==> src/rtl/lc_token_stream.sv <==
// rtl/lc_token_stream.sv - lifecycle token store streamed as BUS_WIDTH beats with sticky read locks
module lc_token_stream #(
    parameter int TOKEN_WIDTH = 256,
    parameter int NUM_TOKENS  = 6,
    parameter int BUS_WIDTH   = 64,
    parameter logic [NUM_TOKENS*TOKEN_WIDTH-1:0] TOKEN_INIT = '0,
    localparam int ADDR_W = (NUM_TOKENS > 1) ? $clog2(NUM_TOKENS) : 1
) (
    input  logic                  clk,
    input  logic                  rst,
    input  logic                  req_valid,
    output logic                  req_ready,
    input  logic [ADDR_W-1:0]     req_addr,
    input  logic                  lock_valid,
    input  logic [NUM_TOKENS-1:0] lock_mask,
    output logic [NUM_TOKENS-1:0] locked,
    output logic [BUS_WIDTH-1:0]  rd_data,
    output logic                  rd_valid,
    input  logic                  rd_ready,
    output logic                  rd_last,
    output logic                  rd_err
);

    localparam int BEATS   = TOKEN_WIDTH / BUS_WIDTH;
    localparam int CNT_W   = (BEATS > 1) ? $clog2(BEATS) : 1;
    localparam int TOTAL_W = NUM_TOKENS * TOKEN_WIDTH;
    localparam int IDX_W   = (TOTAL_W > 1) ? $clog2(TOTAL_W) : 1;

    typedef enum logic [1:0] {
        IDLE   = 2'd0,
        STREAM = 2'd1,
        ERR    = 2'd2
    } state_t;

    state_t                  state_q, state_d;
    logic [CNT_W-1:0]        cnt_q, cnt_d;
    logic [ADDR_W-1:0]       addr_q, addr_d;
    logic [NUM_TOKENS-1:0]   locked_q, locked_d;
    logic [BUS_WIDTH-1:0]    data_q, data_d;
    logic                    last_q, last_d;
    logic                    err_q, err_d;
    logic                    valid_q, valid_d;

    logic [NUM_TOKENS-1:0]   eff_lock;
    logic                    addr_ok;
    logic                    lock_hit;
    logic [CNT_W-1:0]        cnt_next;

    // Beat c of token a; callers guarantee a < NUM_TOKENS and c < BEATS.
    function automatic logic [BUS_WIDTH-1:0] beat_of(input logic [ADDR_W-1:0] a,
                                                     input logic [CNT_W-1:0]  c);
        logic [IDX_W-1:0] base;
        base = IDX_W'(32'(a) * TOKEN_WIDTH + 32'(c) * BUS_WIDTH);
        return TOKEN_INIT[base +: BUS_WIDTH];
    endfunction

    // Accept-time checks: range, and lock including a same-cycle lock request.
    always_comb begin
        eff_lock = locked_q | (lock_valid ? lock_mask : '0);
        addr_ok  = (32'(req_addr) < NUM_TOKENS);
        lock_hit = 1'b0;
        for (int i = 0; i < NUM_TOKENS; i++) begin
            if (req_addr == ADDR_W'(i) && eff_lock[i]) begin
                lock_hit = 1'b1;
            end
        end
    end

    // Next-state and registered-output computation for the response FSM.
    always_comb begin
        state_d  = state_q;
        cnt_d    = cnt_q;
        addr_d   = addr_q;
        data_d   = data_q;
        last_d   = last_q;
        err_d    = err_q;
        valid_d  = valid_q;
        locked_d = lock_valid ? (locked_q | lock_mask) : locked_q;
        cnt_next = cnt_q + 1'b1;
        unique case (state_q)
            IDLE: begin
                if (req_valid) begin
                    valid_d = 1'b1;
                    if (!addr_ok || lock_hit) begin
                        state_d = ERR;
                        data_d  = '0;
                        last_d  = 1'b1;
                        err_d   = 1'b1;
                    end else begin
                        state_d = STREAM;
                        cnt_d   = '0;
                        addr_d  = req_addr;
                        data_d  = beat_of(req_addr, '0);
                        last_d  = (BEATS == 1);
                        err_d   = 1'b0;
                    end
                end
            end
            STREAM: begin
                if (rd_ready) begin
                    if (last_q) begin
                        state_d = IDLE;
                        valid_d = 1'b0;
                        cnt_d   = '0;
                        data_d  = '0;
                        last_d  = 1'b0;
                    end else begin
                        cnt_d  = cnt_next;
                        data_d = beat_of(addr_q, cnt_next);
                        last_d = (cnt_next == CNT_W'(BEATS - 1));
                    end
                end
            end
            ERR: begin
                if (rd_ready) begin
                    state_d = IDLE;
                    valid_d = 1'b0;
                    data_d  = '0;
                    last_d  = 1'b0;
                    err_d   = 1'b0;
                end
            end
            default: begin
                state_d = IDLE;
                valid_d = 1'b0;
                data_d  = '0;
                last_d  = 1'b0;
                err_d   = 1'b0;
            end
        endcase
    end

    // State, lock and output registers; reset aborts any response at once.
    always_ff @(posedge clk or negedge rst) begin
        if (!rst) begin
            state_q  <= IDLE;
            cnt_q    <= '0;
            addr_q   <= '0;
            locked_q <= '0;
            data_q   <= '0;
            last_q   <= 1'b0;
            err_q    <= 1'b0;
            valid_q  <= 1'b0;
        end else begin
            state_q  <= state_d;
            cnt_q    <= cnt_d;
            addr_q   <= addr_d;
            locked_q <= locked_d;
            data_q   <= data_d;
            last_q   <= last_d;
            err_q    <= err_d;
            valid_q  <= valid_d;
        end
    end

    assign req_ready = (state_q == IDLE);
    assign locked    = locked_q;
    assign rd_valid  = valid_q;
    assign rd_data   = data_q;
    assign rd_last   = last_q;
    assign rd_err    = err_q;

endmodule
==> config.mk <==
export PLATFORM = sky130hd
export DESIGN_NAME = lc_token_stream
export DESIGN_NICKNAME = d
export VERILOG_FILES = /design/src/rtl/lc_token_stream.sv
export SDC_FILE = /design/constraint.sdc
export NUM_CORES = 1
export LEC_CHECK = 0
export ABC_AREA = 1
export CAP_MARGIN = 40
export CELL_PAD_IN_SITES_DETAIL_PLACEMENT = 0
export CELL_PAD_IN_SITES_GLOBAL_PLACEMENT = 1
export CORE_AREA = 2 2 84 78
export DETAILED_ROUTE_END_ITERATION = 8
export DIE_AREA = 0 0 86 80
export PLACE_DENSITY_LB_ADDON = 0.12
export SLEW_MARGIN = 0
export SYNTH_ARGS = -nofsm -noshare
export SYNTH_HDL_FRONTEND = slang
export SYNTH_SLANG_ARGS = --single-unit
==> constraint.sdc <==
create_clock -name clk -period 1.4 [get_ports clk]
set_clock_uncertainty 0.2 [all_clocks]
set_input_delay 0.35 -clock clk [delete_from_list [all_inputs] [get_ports clk]]
set_output_delay 0.35 -clock clk [all_outputs]
set_load 0.02 [all_outputs]
# --- After elaboration in Yosys (flattened, before gate mapping) ---
# Cells that the tools add are included.
word_totals:
  regBits: 80
  inputBits: 14
  out_inout_bits: 74
  elab_cells: 81
op_classes:
  addsub: 2
  order_cmp: 1
  n_eq_ne: 13
  n_shift: 2
  mux: 35
  bitwise_logic: 4
  reduce_logical: 16
ops:
  columns: ["operator", "n"]
  rows:
  - ["$shiftx 1536x12->64 const A", 2]
  - ["$mux 64", 5]
  - ["$pmux 64 s3", 1]
  - ["$mux 2", 9]
  - ["$mux 1", 14]
  - ["$or 6x6->6", 2]
  - ["$add 11x8->11", 1]
  - ["$ne 2x2->1 const B", 5]
  - ["$pmux 1 s3", 3]
  - ["$reduce_and 3->1", 3]
  - ["$reduce_and 4->1", 2]
  - ["$eq 3x2->1 const B", 2]
  - ["$eq 3x3->1 const B", 2]
  - ["$logic_and 1x1->1", 6]
  - ["$mux 6", 1]
  - ["$pmux 2 s3", 1]
  - ["$eq 2x2->1 const B", 2]
  - ["$pmux 2 s2", 1]
  - ["$eq 3x1->1 const B", 1]
  - ["$logic_not 3->1", 1]
  - ["$lt 3x3->1 const B", 1]
  - ["$add 2x1->2 const B", 1]
  - ["$eq 2x1->1 const B", 1]
  - ["$logic_not 2->1", 1]
  - ["other kinds (4)", 5]

# --- Longest topological paths before layout ---
# Gate-level depths: netlist (run 1).
depth:
  ltp_word: 13
  mapped_depth: 10

# --- Worst setup path before layout (run 1) ---
# OpenSTA, ideal clock, no wires.
synth_path:
  kind: "reg2reg"
  start: "register locked_q[5], in the netlist locked[5]"
  end: "register cnt_q[0]"
  setup_ns: 0.116
  arrival_time_ns: 1.086
  required_time_ns: 1.084
  path_slack_ns: -0.002
  path_stages_with_launch: 8
  path_buffers: 0
  period_less_slack_ns: 1.402
  path_cell_list: "dfrtp_1 > a21o_2 > nand2_1 > nand3_1 > nand3_4 > nand2_2 > nand2_1 > nand2_1"
synth_via:
  elab_chain_cells: 6
synth_rtl:
  columns: ["element", "line_no", "source"]
  rows:
  - ["from (decl)", "38", "logic [NUM_TOKENS-1:0] locked_q, locked_d;"]
  - ["from (signal assigned)", "148", "locked_q <= locked_d;"]
  - ["$or 6x6->6", "59", "eff_lock = locked_q | (lock_valid ? lock_mask : '0);"]
  - ["$logic_and 1x1->1", "63", "if (req_addr == ADDR_W'(i) && eff_lock[i]) begin"]
  - ["$mux 1", "63", null]
  - ["$logic_or 1x1->1", "84", "if (!addr_ok || lock_hit) begin"]
  - ["$ne 2x2->1 (no line)", null, null]
  - ["$reduce_and 4->1 (no line)", null, null]
  - ["to (signal assigned)", "146", "cnt_q <= cnt_d;"]
  - ["to (decl)", "36", "logic [CNT_W-1:0] cnt_q, cnt_d;"]
# Every way passes these cells.
# A chain may end at the register's enable or synchronous reset.

# --- Final worst setup path (run 1) ---
layout_path:
  start: "register state_q[0]"
  end: "register cnt_q[1]"
layout_via:
  elab_chain_cells: 3
  elab_cells_between_ends: 8
  classes_between: "4 x eq/ne; 1 x mux; 3 x reduce/logical"
layout_rtl:
  columns: ["element", "line_no", "source"]
  rows:
  - ["from (decl)", "35", "state_t state_q, state_d;"]
  - ["from (signal assigned)", "145", "state_q <= state_d;"]
  - ["$eq 2x1->1 / $logic_not 2->1 (equally long branches)", "80", "unique case (state_q)"]
  - ["$ne 2x2->1 (no line) / $reduce_bool 2->1 (equally long branches)", null, null]
  - ["$reduce_and 4->1 (no line)", null, null]
# Parallel ways exist; a longest one is shown, timed or not.

==> flow_summary.toml, run 1 <==
[worst_setup_path]
crit_chain = "buf_6, inv_4, nor2_4, inv_2, buf_12, nor2_4, inv_2, nor2_2, nand3_2, nand2_2"
cp-end-kind = "register"
critPathArrivalTime_ns = 1.49
cp.depth = 10
start_kind = "register"
crit_type = "reg -> reg"
worst_path_largest_cell_delay_ns = 0.42
critical_path.max_fanout = 3
crit_required_ns = 1.38
cp_slowest_cell = "dfrtp_2"
ff2ff_path_depth = 10
critPathTopFamily = "simple AND/OR/NAND/NOR gates"
path_buf_inv = 5

[synthesis]
synth_top_family_by_area = "buffers and inverters"
synth_cells = 150
syn_area_per_cell_um2 = 7.83
synth_xor_area_frac = 0
synth-compound-area-share = 0.0351
synth.area.mux_share = 0
syn-cell-area_mm2 = 0.00117
ys_seq_area_frac = 0.277
yosys.area_share.simple = 0.220
yosysWarnings = 0
synth_fa_ha_area_frac = 0.0106
yosys_register_bits = 13
yosysUniqueCellTypes = 18

[layout]
design_area_mm2 = 0.00146
layout_common_cells = "conb_1, nand2_1, buf_4"
multi_input_area_um2 = 604
nFillCells = 657
synthToLayoutAreaGrowth_pct = 24.0
final_common_cell = "conb_1"
fin_nets = 210
regArea_um2 = 329
drive_above_1_share = 0.320
antenna_cells = 0

[cts]
ctsHoldBuffers = 0
cts_sinks = 13
tritoncts = "done"
htreeDepth = 1
clkLatencyLatePin_ns = 0.24
cts_buffers = 3
clk_pin_slew_ns = 0.06
cts_buffer_depth = 2
ctsRootBufferMaster = "clkbuf_8"

[floorplanning]
ioPinCount = 88
start_util = 0.196
core-area_mm2 = 0.00598
die-area_mm2 = 0.00688
die_x_um = 86
core.rowCount = 27
fp.dieH_um = 80

[placement]
routabilityCongestion = 0.750
placed_area_mm2 = 0.00139
io_buffers = 23
dp_hpwl_um = 1890

[global_routing]
grt_pass1_vias = 718
use_met1 = 0.0797
grt_pass1_wl_um = 3510
antenna_found_initial = 0
grt.met2_usage = 0.109
grt_use_total = 0.0670
met3_usage = 0.0114
grt_overflow = 0
top_usage_layer = "met2"
grt_max_degree = 14

[power_and_ir_drop]
ir_worst_vdd_uv = 338
power.total_uw = 2100
p_per_area_mw_per_mm2 = 1440
leakagePower_uw = 0.000802

[sta]
worst_slack_ns = -0.109
fin_crit_sh = 1.08
hold_violations = 0
grt_setup_unrepaired = "true"
fmax_mhz = 663
slew_violations = 0
period_needed_ns = 1.51
finalSetupViolations = 7

[detailed_routing]
first_iter_violations = 21
drc = 0
dr_total_vias = 841
via_per_inst = 3.16
wl_um = 2340
wl_per_cell_um = 8.80
drt_pass1_iterations = 4
final_antenna_net_count = 0

[flow_run]
cap_viol_max_count = 0

[status]
failed_checks = "setup timing"
status = "complete, but fails checks"

[hold_path]
min_path_type = "in -> async"
layer usage:
| metal | vias up | wire, um |
|---|---|---|
| li1 | 415 | - |
| met1 | 375 | 946 |
| met2 | 49 | 1170 |
| met3 | 2 | 185 |
| met4 | 0 | 36 |
| met5 | - | 0 |
kinds of logic after synthesis:
group / after synthesis
buffers and inverters: 78
and+or+nand+nor: 51
DFF: 13
AOI/OAI and AO/OA: 6
adders and majority gates: 1
other: 1
cell type report:
class | count | share of cell area
Clock buffer | 4 | 0.0309
Inverter | 14 | 0.0378
Multi-Input combinational cell | 122 | 0.415
Timing Repair Buffer | 41 | 0.229
Tap cell | 72 | 0.0619
Sequential cell | 13 | 0.226
registers in the layout, summed over array words and instances (netlist names):
name      cells
locked        6
rd_valid      1
rd_err        1
cnt_q         2
state_q       2
rd_last       1
synthesized netlist by cell type:
master	instances	area [um2]
buf_4	64	480
nand2_1	29	109
dfrtp_1	13	325
inv_1	10	37.5
nand3_1	7	35.0
nor2_1	5	18.8
inv_2	4	15.0
nand2_2	4	25.0
o21ai_1	3	15.0
a21o_2	2	17.5
nor2_2	2	12.5
conb_1	1	3.75
ha_1	1	12.5
nand3_2	1	10.0
nand3_4	1	17.5
nor2_4	1	11.3
nor2_8	1	20.0
o21ai_2	1	8.76
final timing paths:
path / from / end / slack (ns)
setup / recovery: state_q[0]$_DFFE_PN0P_ / cnt_q[1]$_DFFE_PN0P_ / -0.11
hold / removal: rst / cnt_q[0]$_DFFE_PN0P_ / 0.22
setup reg to reg: state_q[0]$_DFFE_PN0P_ / cnt_q[1]$_DFFE_PN0P_ / -0.11
hold reg to reg: locked[4]$_DFFE_PN0P_ / locked[4]$_DFFE_PN0P_ / 0.28
max in group asynchronous: rst / state_q[0]$_DFFE_PN0P_ / 0.59
min in group clk: lock_valid / locked[3]$_DFFE_PN0P_ / 0.23
through the flow:
stage	TNS (ns)	std cells	setup WS (ns)	utilization	hold WS (ns)
after global routing	-1.20	266	-0.180	0.244	0.237
after global placement	-5.01	261	-0.588	0.233	0.259
after CTS	-0.694	266	-0.131	0.242	0.227
after detailed placement	-5.01	261	-0.585	0.233	0.264
after floorplan	0	213	0.00697	-	-0.146
final	-0.599	266	-0.109	0.244	0.223
power breakdown:
group / switching, uW / total, uW / leakage (uW) / internal (uW)
clock network: 142 / 343 / 0.0000228 / 201
logic: 686 / 1200 / 0.000639 / 511
registers: 86.9 / 557 / 0.000140 / 471
timing repair:
item	CTS	global route
setup buffers	1	0
pin swaps	17	2
setup endpoints to repair	17	8
resized for setup	66	4
Power figures use the tool's default switching activity.
==> inputs of run 2 (changes only) <==
--- a/config.mk
+++ b/config.mk
@@ -9,11 +9,12 @@
 export CAP_MARGIN = 40
 export CELL_PAD_IN_SITES_DETAIL_PLACEMENT = 0
 export CELL_PAD_IN_SITES_GLOBAL_PLACEMENT = 1
-export CORE_AREA = 2 2 84 78
+export CORE_AREA = 2 2 82 76
+export CTS_BUF_LIST = sky130_fd_sc_hd__clkbuf_8
 export DETAILED_ROUTE_END_ITERATION = 8
-export DIE_AREA = 0 0 86 80
+export DIE_AREA = 0 0 84 78
 export PLACE_DENSITY_LB_ADDON = 0.12
-export SLEW_MARGIN = 0
+export SLEW_MARGIN = 20
 export SYNTH_ARGS = -nofsm -noshare
 export SYNTH_HDL_FRONTEND = slang
 export SYNTH_SLANG_ARGS = --single-unit
==> run 2 against run 1 <==
  * The run still ends with setup timing left
  * Critical endpoint unchanged
  * Combinational power increased by 21%
  * Largest cell class unchanged
  * Final cell count increased by 1.5%
  * Via count is 2.9% higher
  * Maximum frequency down 0.39%
  * Largest power group unchanged
  * Cell area increased by 8.3%
  * Register-to-register slack barely moved
==> flow_summary.toml, run 2 (same netlist as run 1, synthesis figures left out) <==
[status]
status = "complete, but fails checks"
failed_checks = "setup timing"

[cts]
clk_pin_slew_ns = 0.06
clkLatencyLatePin_ns = 0.25
tritoncts = "done"
ctsRootBufferMaster = "clkbuf_8"
ctsHoldBuffers = 0
cts_buffers = 3
cts_buffer_depth = 2
htreeDepth = 1
cts_sinks = 13

[hold_path]
holdPathEnd = "locked[5]$_DFFE_PN0P_"
whs_path_depth = 2
min_path_type = "in -> reg"
hp-start = "lock_mask[5]"

[layout]
layout_common_cells = "conb_1, nand2_1, buf_4"
drive_above_1_share = 0.405
multi_input_area_um2 = 659
antenna_cells = 0
fin_nets = 216
regArea_um2 = 329
design_area_mm2 = 0.00158
nFillCells = 641
synthToLayoutAreaGrowth_pct = 34.3
largest_reg_flops = 6
final_common_cell = "conb_1"

[sta]
fmax_mhz = 660
grt_setup_unrepaired = "true"
finalSetupViolations = 8
hold_violations = 0
fin_crit_sh = 1.08
slew_violations = 0
worst_slack_ns = -0.115
period_needed_ns = 1.51

[floorplanning]
die-area_mm2 = 0.00655
core-area_mm2 = 0.00563
fp.dieH_um = 78
core.rowCount = 26
die_x_um = 84
start_util = 0.209
ioPinCount = 88

[worst_setup_path]
cp-end-kind = "register"
timing.rr.start = "state_q[0]$_DFFE_PN0P_"
ff2ff_setup_slack_ns = -0.11
crit_type = "reg -> reg"
rr_endpoint = "cnt_q[1]$_DFFE_PN0P_"
start_kind = "register"
crit_required_ns = 1.39
critPathArrivalTime_ns = 1.51
critical_path.max_fanout = 3
ff2ff_path_depth = 10

[global_routing]
grt_pass1_vias = 726
antenna_found_initial = 0
grt_use_total = 0.0660
grt_overflow = 0
grt_pass1_wl_um = 3320
grt_max_degree = 14

[power_and_ir_drop]
p_per_area_mw_per_mm2 = 1500
power.total_uw = 2360
clockPowerShare = 0.146
p_switching_uw = 1020
p_int_uw = 1340
leakagePower_uw = 0.000889
power_frac_seq = 0.239
ir_worst_vdd_uv = 796
swShare = 0.434
share_comb_of_total_power = 0.615

[flow_run]
cap_viol_max_count = 0

[detailed_routing]
via_per_inst = 3.20
drc = 0
wl_per_cell_um = 8.70
drt_pass1_iterations = 4
final_antenna_net_count = 0
first_iter_violations = 15
wl_um = 2350
dr_total_vias = 865

[placement]
io_buffers = 23
placed_area_mm2 = 0.00139
post-place-ws_ns = -0.598
dp_hpwl_um = 1790
routabilityCongestion = 0.719
[run 2: cell types whose count changed in the layout (fill, tap and decap cells not counted), moves of 3 or more]
cell	previous run	this run
dlymetal6s2s_1	0	4
buf_4	14	17
nand2_2	9	12
nand2_1	24	20
clkdlybuf4s50_1	6	2
buf_6	4	7
nand3_1	5	2
[run 2: worst max path at each step]
stage	from	end	slack [ns]	cells past startpoint
2_1_floorplan	locked[4]$_DFFE_PN0P_	cnt_q[0]$_DFFE_PN0P_	0.007	7
3_3_place_gp	lock_valid	rd_last$_DFFE_PN0P_	-0.58	8
3_5_place_dp	lock_valid	cnt_q[1]$_DFFE_PN0P_	-0.60	8
4_1_cts	state_q[0]$_DFFE_PN0P_	cnt_q[1]$_DFFE_PN0P_	-0.14	10
5_1_grt	state_q[0]$_DFFE_PN0P_	cnt_q[1]$_DFFE_PN0P_	-0.18	10
6_report	state_q[0]$_DFFE_PN0P_	cnt_q[1]$_DFFE_PN0P_	-0.11	10
[run 2: final cells by class]
cell class                 instances  share of cell area
inverter                          14              0.0365
tap                               70              0.0555
clock inverter                     1             0.00238
clock buffer                       3              0.0262
timing repair buffer              47               0.253
multi-input combinational        122               0.418
sequential                        13               0.209
[run 2: critical path: stages, from the launching register on]
cell and delay, ns:
dfrtp_2 0.42, buf_6 0.12, inv_4 0.03, nor2_4 0.11
inv_4 0.06, buf_12 0.12, nor2_4 0.10, inv_2 0.07
nor2_2 0.09, nand3_2 0.07, nand2_2 0.06
[run 2: per-stage QoR]
step           utilization  hold slack (ns)  instances  TNS [ns]
2_1_floorplan            -           -0.146        213         0
3_3_place_gp         0.247            0.262        259     -4.92
3_5_place_dp         0.247            0.269        259     -5.11
4_1_cts              0.261            0.224        266    -0.745
5_1_grt              0.280            0.170        270     -1.08
6_report             0.280            0.161        270    -0.531
[run 2: power groups by stage]
stage                     clock (uW)  sequential, uW  combinational, uW
final                            344             564               1450
after global routing             371             576               1570
after CTS                        358             560               1190
after floorplan                    0             613                699
after global placement             0             553               1130
after detailed placement           0             555               1130
[run 2: routing by layer]
layer | up-vias | track usage | part of all wire
met5 | - | 0 | 0
met2 | 50 | 0.0976 | 0.49
met1 | 384 | 0.0845 | 0.41
met4 | 0 | 0.0484 | 0.021
li1 | 427 | - | -
met3 | 4 | 0.0138 | 0.080
[run 2: repair_timing]
| action | 4_1_cts | 5_1_grt |
|---|---|---|
| pin swaps | 15 | 16 |
| setup endpoints to repair | 17 | 8 |
| buffers inserted | 3 | 4 |
| resized for setup | 69 | 26 |
==> inputs of run 3 (changes only) <==
--- a/config.mk
+++ b/config.mk
@@ -9,10 +9,10 @@
 export CAP_MARGIN = 40
 export CELL_PAD_IN_SITES_DETAIL_PLACEMENT = 0
 export CELL_PAD_IN_SITES_GLOBAL_PLACEMENT = 1
-export CORE_AREA = 2 2 82 76
+export CORE_AREA = 2 2 79 73
 export CTS_BUF_LIST = sky130_fd_sc_hd__clkbuf_8
 export DETAILED_ROUTE_END_ITERATION = 8
-export DIE_AREA = 0 0 84 78
+export DIE_AREA = 0 0 81 75
 export PLACE_DENSITY_LB_ADDON = 0.12
 export SLEW_MARGIN = 20
 export SYNTH_ARGS = -nofsm -noshare
==> constraint.sdc (replaced) <==
create_clock -name clk -period 1.5 [get_ports clk]
set_clock_uncertainty 0.2 [all_clocks]
set_input_delay 0.375 -clock clk [delete_from_list [all_inputs] [get_ports clk]]
set_output_delay 0.375 -clock clk [all_outputs]
set_load 0.02 [all_outputs]
==> run 3 against run 2 <==
  * The run still ends with setup timing left
  * Die area is 7.3% lower
  * Count of clock-buffer cells in the layout did not move
  * Sequential share of layout area is 0.070 points higher
==> flow_summary.toml, run 3 (same netlist as run 1, synthesis figures left out) <==
[status]
status = "complete, but fails checks"
failed_checks = "setup timing"

[layout]
layout_common_cells = "conb_1, nand2_1, buf_4"
fin_nets = 214
drive_above_1_share = 0.379
largest_reg_flops = 6
nFillCells = 582
regArea_um2 = 328
post-route-util = 0.302
antenna_cells = 0
multi_input_area_um2 = 668
final_cells = 265
synthToLayoutAreaGrowth_pct = 33.3
final_common_cell = "conb_1"

[worst_setup_path]
start_kind = "register"
critPathArrivalTime_ns = 0.93
crit_required_ns = 0.92
cp-end-kind = "output port"
crit_type = "reg -> out"
critical_path.max_fanout = 2

[sta]
fin_crit_sh = 1.00
finalSetupViolations = 1
grt_setup_unrepaired = "true"
worst_slack_ns = -0.00599
slew_violations = 0
fmax_mhz = 664
hold_violations = 0
period_needed_ns = 1.51

[global_routing]
grt_pass1_wl_um = 3260
grt_overflow = 0
antenna_found_initial = 0
grt_use_total = 0.0722
grt_pass1_vias = 733
grt_max_degree = 14

[power_and_ir_drop]
leakagePower_uw = 0.000868
p_per_area_mw_per_mm2 = 1300
ir_worst_vdd_uv = 670
power.total_uw = 2030

[floorplanning]
die-area_mm2 = 0.00608
die_x_um = 81
ioPinCount = 88
core.rowCount = 25
core-area_mm2 = 0.00519
start_util = 0.226
fp.dieH_um = 75

[cts]
htreeDepth = 1
clkLatencyLatePin_ns = 0.24
ctsHoldBuffers = 0
cts_buffers = 3
tritoncts = "done"
clk_pin_slew_ns = 0.06
ctsRootBufferMaster = "clkbuf_8"
cts_buffer_depth = 2
cts_sinks = 13

[placement]
dp_hpwl_um = 1800
io_buffers = 23
routabilityCongestion = 0.725
dp.cells = 257

[detailed_routing]
dr_total_vias = 854
drt_pass1_iterations = 4
wl_um = 2250
final_antenna_net_count = 0
drc = 0
first_iter_violations = 20
wl_per_cell_um = 8.49
via_per_inst = 3.22

[flow_run]
cap_viol_max_count = 0

[hold_path]
min_path_type = "in -> reg"
[run 3: cell types whose count changed in the layout (fill, tap and decap cells not counted), moves of 3 or more]
cell | previous run | this run
buf_2 | 10 | 3
clkbuf_2 | 0 | 4
clkdlybuf4s15_2 | 0 | 3
nor2_2 | 4 | 1
o21ai_1 | 0 | 3
o21ai_2 | 3 | 0
[run 3: cell type report]
cell class              count  share of cell area
repair buffers             45               0.244
well taps                  67              0.0535
clock buffers               3              0.0264
inverters                  14              0.0367
flip-flops and latches     13               0.209
clock inverters             1             0.00319
multi-input cells         122               0.427
[run 3: through the flow]
stage	setup TNS, ns	instance area [um2]	hold slack, ns	setup WS, ns
after global placement	-3.31	1380	0.259	-0.493
final	-0.00599	1570	0.199	-0.00599
after CTS	-0.0154	1490	0.247	-0.0154
after global routing	-0.173	1570	0.197	-0.0487
after floorplan	0	1410	-0.121	0.0975
after detailed placement	-3.54	1380	0.273	-0.516
[run 3: path summary, 6_finish.rpt]
| path | slack (ns) | to | cells past startpoint | startpoint |
|---|---|---|---|---|
| setup / recovery | -0.006 | req_ready | 2 | state_q[0]$_DFFE_PN0P_ |
| hold / removal | 0.20 | locked[5]$_DFFE_PN0P_ | 2 | lock_mask[5] |
| setup reg to reg | 0.04 | cnt_q[0]$_DFFE_PN0P_ | 9 | state_q[0]$_DFFE_PN0P_ |
| hold reg to reg | 0.28 | cnt_q[1]$_DFFE_PN0P_ | 2 | cnt_q[1]$_DFFE_PN0P_ |
| max in group asynchronous | 0.67 | state_q[1]$_DFFE_PN0P_ | 2 | rst |
| min in group asynchronous | 0.24 | locked[2]$_DFFE_PN0P_ | 2 | rst |
[run 3: timing repair]
item | in CTS | in global routing
pin swaps | 16 | 15
buffers inserted | 2 | 2
endpoints found under the setup margin | 16 | 13
gates resized for setup | 52 | 36
[run 3: critical path: stages, from the launching register on]
cell,delay (ns)
dfrtp_2,0.44
nor2_8,0.12
buf_6,0.12
[run 3: routing by layer]
layer  up-vias  global-route usage  share of wire
met5         -                   0              0
met1       381              0.0862           0.39
met4         0              0.0508          0.017
met2        50               0.118           0.50
li1        421                   -              -
met3         2              0.0144          0.093
[run 3: where the power goes]
part	internal [uW]	switching (uW)
clock network	184	141
registers	439	77.4
logic	513	679
total	1140	898
